==> src/rtl/cpu_pkg.sv <==
// Shared CPU constants and the register-file write-back entry layout.
package cpu_pkg;
  localparam int DATA_W     = 16;
  localparam int REG_ADDR_W = 3;

  typedef struct packed {
    logic [REG_ADDR_W-1:0] rd;
    logic [DATA_W-1:0]     data;
  } wb_entry_t;
endpackage

==> src/rtl/wb_fwd_match.sv <==
// Youngest-first match of one read index against the pending write entries.
// Entries arrive age-ordered: index 0 is the oldest, DEPTH-1 the youngest.
module wb_fwd_match #(
  parameter int DEPTH  = 4,
  parameter int ADDR_W = cpu_pkg::REG_ADDR_W,
  parameter int DATA_W = cpu_pkg::DATA_W
) (
  input  logic [DEPTH-1:0]             vld_i,
  input  logic [DEPTH-1:0][ADDR_W-1:0] rd_i,
  input  logic [DEPTH-1:0][DATA_W-1:0] data_i,
  input  logic [ADDR_W-1:0]            idx_i,
  output logic                         hit_o,
  output logic [DATA_W-1:0]            data_o
);
  // Later (younger) matches overwrite earlier ones.
  always_comb begin
    hit_o  = 1'b0;
    data_o = '0;
    for (int i = 0; i < DEPTH; i++) begin
      if (vld_i[i] && (rd_i[i] == idx_i)) begin
        hit_o  = 1'b1;
        data_o = data_i[i];
      end
    end
  end
endmodule

==> src/rtl/regfile_wb_queue.sv <==
// Write-back queue between result producers and the register file write port.
// Define WB_FWD_EN to build forwarding of pending writes to the two read ports.
module regfile_wb_queue #(
  parameter int DATA_W = cpu_pkg::DATA_W,
  parameter int ADDR_W = cpu_pkg::REG_ADDR_W,
  parameter int DEPTH  = 4
) (
  input  logic                       clk,
  input  logic                       rst,
  input  logic                       in_valid,
  input  logic [ADDR_W-1:0]          in_reg,
  input  logic [DATA_W-1:0]          in_data,
  output logic                       in_ready,
  input  logic                       wb_stall,
  output logic                       write_en,
  output logic [ADDR_W-1:0]          wreg,
  output logic [DATA_W-1:0]          writedata,
  input  logic [ADDR_W-1:0]          rega,
  input  logic [ADDR_W-1:0]          regb,
  output logic                       fwd_a_hit,
  output logic                       fwd_b_hit,
  output logic [DATA_W-1:0]          fwd_a_data,
  output logic [DATA_W-1:0]          fwd_b_data,
  output logic [$clog2(DEPTH):0]     count
);
  localparam int PTR_W = $clog2(DEPTH);
  localparam int CNT_W = PTR_W + 1;

  typedef struct packed {
    logic [ADDR_W-1:0] rd;
    logic [DATA_W-1:0] data;
  } entry_t;

  entry_t           mem_q [DEPTH];
  logic [PTR_W-1:0] rd_ptr_q, rd_ptr_d, wr_ptr_q, wr_ptr_d;
  logic [CNT_W-1:0] count_q, count_d;
  logic             not_empty, push, pop;

  assign not_empty = (count_q != '0);
  assign in_ready  = (count_q != CNT_W'(DEPTH));
  assign push      = in_valid & in_ready;
  assign write_en  = not_empty & ~wb_stall;
  assign pop       = write_en;
  assign wreg      = not_empty ? mem_q[rd_ptr_q].rd   : '0;
  assign writedata = not_empty ? mem_q[rd_ptr_q].data : '0;
  assign count     = count_q;

  always_comb begin
    rd_ptr_d = rd_ptr_q + PTR_W'(pop);
    wr_ptr_d = wr_ptr_q + PTR_W'(push);
    count_d  = count_q;
    if (push && !pop)      count_d = count_q + 1'b1;
    else if (pop && !push) count_d = count_q - 1'b1;
  end

  always_ff @(posedge clk or posedge rst) begin
    if (rst) begin
      rd_ptr_q <= '0;
      wr_ptr_q <= '0;
      count_q  <= '0;
    end else begin
      rd_ptr_q <= rd_ptr_d;
      wr_ptr_q <= wr_ptr_d;
      count_q  <= count_d;
    end
  end

  // Storage is never reset; count_q gates every use of it.
  always_ff @(posedge clk) begin
    if (push) mem_q[wr_ptr_q] <= '{rd: in_reg, data: in_data};
  end

`ifdef WB_FWD_EN
  logic [DEPTH-1:0]             age_vld;
  logic [DEPTH-1:0][ADDR_W-1:0] age_rd;
  logic [DEPTH-1:0][DATA_W-1:0] age_data;
  logic [PTR_W-1:0]             slot;
  logic [1:0][ADDR_W-1:0]       port_idx;
  logic [1:0]                   port_hit;
  logic [1:0][DATA_W-1:0]       port_data;

  // Re-order storage oldest-to-youngest starting at the head.
  always_comb begin
    slot     = '0;
    age_vld  = '0;
    age_rd   = '0;
    age_data = '0;
    for (int i = 0; i < DEPTH; i++) begin
      slot        = rd_ptr_q + PTR_W'(i);
      age_vld[i]  = (CNT_W'(i) < count_q);
      age_rd[i]   = mem_q[slot].rd;
      age_data[i] = mem_q[slot].data;
    end
  end

  assign port_idx = {regb, rega};

  for (genvar p = 0; p < 2; p++) begin : g_fwd
    wb_fwd_match #(.DEPTH(DEPTH), .ADDR_W(ADDR_W), .DATA_W(DATA_W)) u_match (
      .vld_i  (age_vld),
      .rd_i   (age_rd),
      .data_i (age_data),
      .idx_i  (port_idx[p]),
      .hit_o  (port_hit[p]),
      .data_o (port_data[p])
    );
  end

  assign fwd_a_hit  = port_hit[0];
  assign fwd_b_hit  = port_hit[1];
  assign fwd_a_data = port_data[0];
  assign fwd_b_data = port_data[1];
`else
  logic unused_rd_idx;
  assign unused_rd_idx = ^{rega, regb};
  assign fwd_a_hit  = 1'b0;
  assign fwd_b_hit  = 1'b0;
  assign fwd_a_data = '0;
  assign fwd_b_data = '0;
`endif
endmodule

==> config.mk <==
export PLATFORM = sky130hd
export DESIGN_NAME = regfile_wb_queue
export DESIGN_NICKNAME = d
export VERILOG_FILES = /design/src/rtl/cpu_pkg.sv /design/src/rtl/wb_fwd_match.sv /design/src/rtl/regfile_wb_queue.sv
export SDC_FILE = /design/constraint.sdc
export NUM_CORES = 1
export LEC_CHECK = 0
export CAP_MARGIN = 20
export CORE_MARGIN = 2
export CORE_UTILIZATION = 34
export DETAILED_ROUTE_END_ITERATION = 10
export GPL_ROUTABILITY_DRIVEN = 1
export PLACE_DENSITY = 0.57
export RECOVER_POWER = 25
export SYNTH_ARGS = -nofsm -noshare
export SYNTH_HDL_FRONTEND = slang
export SYNTH_SLANG_ARGS = --single-unit
export TNS_END_PERCENT = 20
==> constraint.sdc <==
create_clock -name clk -period 4.4 [get_ports clk]
set_input_delay 0.44 -clock clk [delete_from_list [all_inputs] [get_ports clk]]
set_output_delay 0.44 -clock clk [all_outputs]
set_load 0.03 [all_outputs]
==> results by group <==
Timing
  – Hold Fails Final Rpt: 0
  – Post-layout min period: approximately 3.0 ns
  – Hold WS: around 0.48 ns
  – RSZ-0062 raised after global routing: false
  – Rel. slew slack: 0.3044
  – Total Neg Setup Slack: 0 ns
  – Peak Freq: roughly 340 MHz
  – Setup-failing EPs final: 0
  – Final worst-path cycle share: 0.6757
  – Worst Skew: ~0.0078 ns
  – Final max-slew violation count: 0
  – Least-Margin Pin Slew: 1.043 ns

Setup path
  – CP startpoint: rd_ptr_q[1]
  – CP Launch Type: flop
  – WP data arrival: around 2.5 ns
  – Worst Path Class, Setup: reg2out
  – CP Capture Type: output port
  – Worst Path Required: 3.96 ns
  – Reg-to-reg startpoint: count[0]
  – Worst Path Max Fanout: 20

Die
  – Ports: 87
  – Initial core utilization: 0.3531
  – Die height: 105.2 um
  – Die width: 105.2 um
  – Rows: 36
  – Die Footprint: 0.01107 mm^2
  – Core area: between 0.009 and 0.01 mm^2

Power and ir drop
  – Power per cell area: roughly 710 mW/mm^2
  – Max IR drop VDD: 0.2858 mV
  – Pleak: about 1.5 nW

Clock network
  – CTS Buf Count: 9
  – H-Tree Depth: 3
  – Reg clk slew, reported paths: about 0.070 ns
  – Cts repair resizes: 0
  – Clock Tree Buf Depth: 2
  – Clock sinks: 83
  – # Post-CTS Setup Buffers: 0
  – Worst-Skew Late Latency: ~0.34 ns
  – Clk root buf: clkbuf_8
  – CTS tree: yes
  – CTS Hold Bufs: 0

Global routing
  – Global route overflow: 0
  – Largest net degree at the start of global routing: 21
  – Number of global-route vias before repair: between 1500 and 2000
  – First-pass GRT wire length: 8956 um
  – Initial antenna violation count: 1
  – Total track usage: 0.1106

Final layout
  – Most common cell after layout, fill and taps aside: edfxtp_1
  – Multi-input gate area: between 800 and 900 um^2
  – # fillers: slightly below 900
  – Syn-to-layout area delta: 20.15%
  – FF/Latch Area: about 0.0025 mm^2
  – NumNets Final: 273
  – Layout cells sized above 1: 0.1714
  – Commonest cells after routing, fill and taps aside: 76 x edfxtp_1, 35 x clkdlybuf4s50_1, 34 x conb_1

Drt
  – DRC errors left: 0
  – Vias: roughly 1600
  – Drt first-iter violations: 88
  – First-pass DRT Iterations: 4
  – Antenna-violating nets left: 0
  – Avg WL per Cell: ~15 um
  – Routed WL: about 5600 um
  – Vias per cell: between 4 and 5

Hold path
  – Hold crit path type: in2async

Synth
  – Distinct cell type count after synthesis: 22
  – YS warnings: 0
  – Syn Inst Count: ~190
  – Mean Syn Cell Area: ~19 um^2
  – Cell Area, Synth: around 0.0035 mm^2
  – Seq/Total Area, Yosys: 0.7055
  – FF+latch count, synth: between 80 and 90

Placed design
  – Port Buffer Count: 46
  – Final GP Congestion: between 0.6 and 0.7
  – HPWL Detailed: between 3000 and 4000 um

Run
  – Max-Cap Viols: 0

Run status
  – Status: completed
==> cells by family after synthesis <==
group / share of synthesized area
xor gates and xnor gates: 0.01257
adders and majority gates: 0.01652
muxes: 0.1261
buffers and inverters: 0.08872
other: 0.001077
DFF: 0.7055
and+or+nand+nor: 0.04957
==> stage by stage <==
| step | cells | utilization | power [mW] | cell area (um^2) | setup slack, ns |
|---|---|---|---|---|---|
| after global routing | 379 | 0.4243 | 3.131 | 4185 | 1.209 |
| after global placement | 362 | 0.4053 | 2.489 | 3998 | 1.694 |
| final | 379 | 0.4243 | 2.957 | 4185 | 1.427 |
| after CTS | 378 | 0.4240 | 3.018 | 4183 | 1.329 |
| after floorplan | 218 | - | 2.035 | 3607 | 1.393 |
| after detailed placement | 362 | 0.4053 | 2.499 | 3998 | 1.697 |
==> cells in the mapped netlist <==
cell type | number | area (um^2)
edfxtp_1 | 76 | 2282
buf_4 | 34 | 255.2
mux4_2 | 19 | 427.9
nor2b_1 | 19 | 118.9
dfrtp_1 | 7 | 175.2
inv_1 | 4 | 15.01
xor2_1 | 4 | 35.03
clkbuf_1 | 3 | 11.26
ha_1 | 3 | 37.54
buf_6 | 2 | 22.52
nor3_1 | 2 | 10.01
nor3b_1 | 2 | 15.01
and3_1 | 1 | 6.260
buf_2 | 1 | 5.000
conb_1 | 1 | 3.750
fa_1 | 1 | 20.02
mux2_2 | 1 | 11.26
nand2_1 | 1 | 3.750
nor2_1 | 1 | 3.750
or2_2 | 1 | 6.260
or3b_1 | 1 | 8.760
xnor2_1 | 1 | 8.760
==> worst max-delay path, stage by stage (launching register included) <==
cell	delay, ns
dfrtp_1	0.98
mux4_2	0.35
nor2b_1	0.17
clkdlybuf4s50_1	0.70
==> sequential cells by signal, indices dropped and copies added (netlist names) <==
register,count
mem_q,76
count,3
rd_ptr_q,2
wr_ptr_q,2
==> per-layer routing <==
| metal | global-route usage | part of all wire | up-vias | wire length (um) |
|---|---|---|---|---|
| li1 | - | - | 739 | - |
| met1 | 0.1316 | 0.41 | 816 | 2285 |
| met2 | 0.1843 | 0.52 | 62 | 2929 |
| met3 | 0.02907 | 0.051 | 10 | 284 |
| met4 | 0.05714 | 0.017 | 0 | 97 |
| met5 | 0 | 0 | - | 0 |
==> where the power goes <==
group	internal (mW)	total, mW	leakage, nW	switching (mW)
Combinational	0.588	1.28	0.593	0.696
Sequential	1.05	1.16	0.778	0.112
Clock	0.260	0.510	0.0886	0.250
Total	1.90	2.96	1.46	1.06
==> cell type report <==
type,instances,area share
sequential,83,0.5871
inverter,4,0.003587
timing repair buffer,51,0.1190
clock inverter,5,0.01286
antenna,1,0.0005979
clock buffer,11,0.03139
tap,133,0.03976
multi-input combinational,91,0.2057
==> final timing paths <==
kind	slack, ns	cells past startpoint	endpoint
setup / recovery	1.43	3	writedata[4]
hold / removal	0.48	2	count[2]
setup reg to reg	1.93	8	count[2]
hold reg to reg	0.54	1	count[2]
max in group asynchronous	3.71	2	wr_ptr_q[1]
min in group clk	0.54	1	count[2]
(Power assumes the default switching activity.)
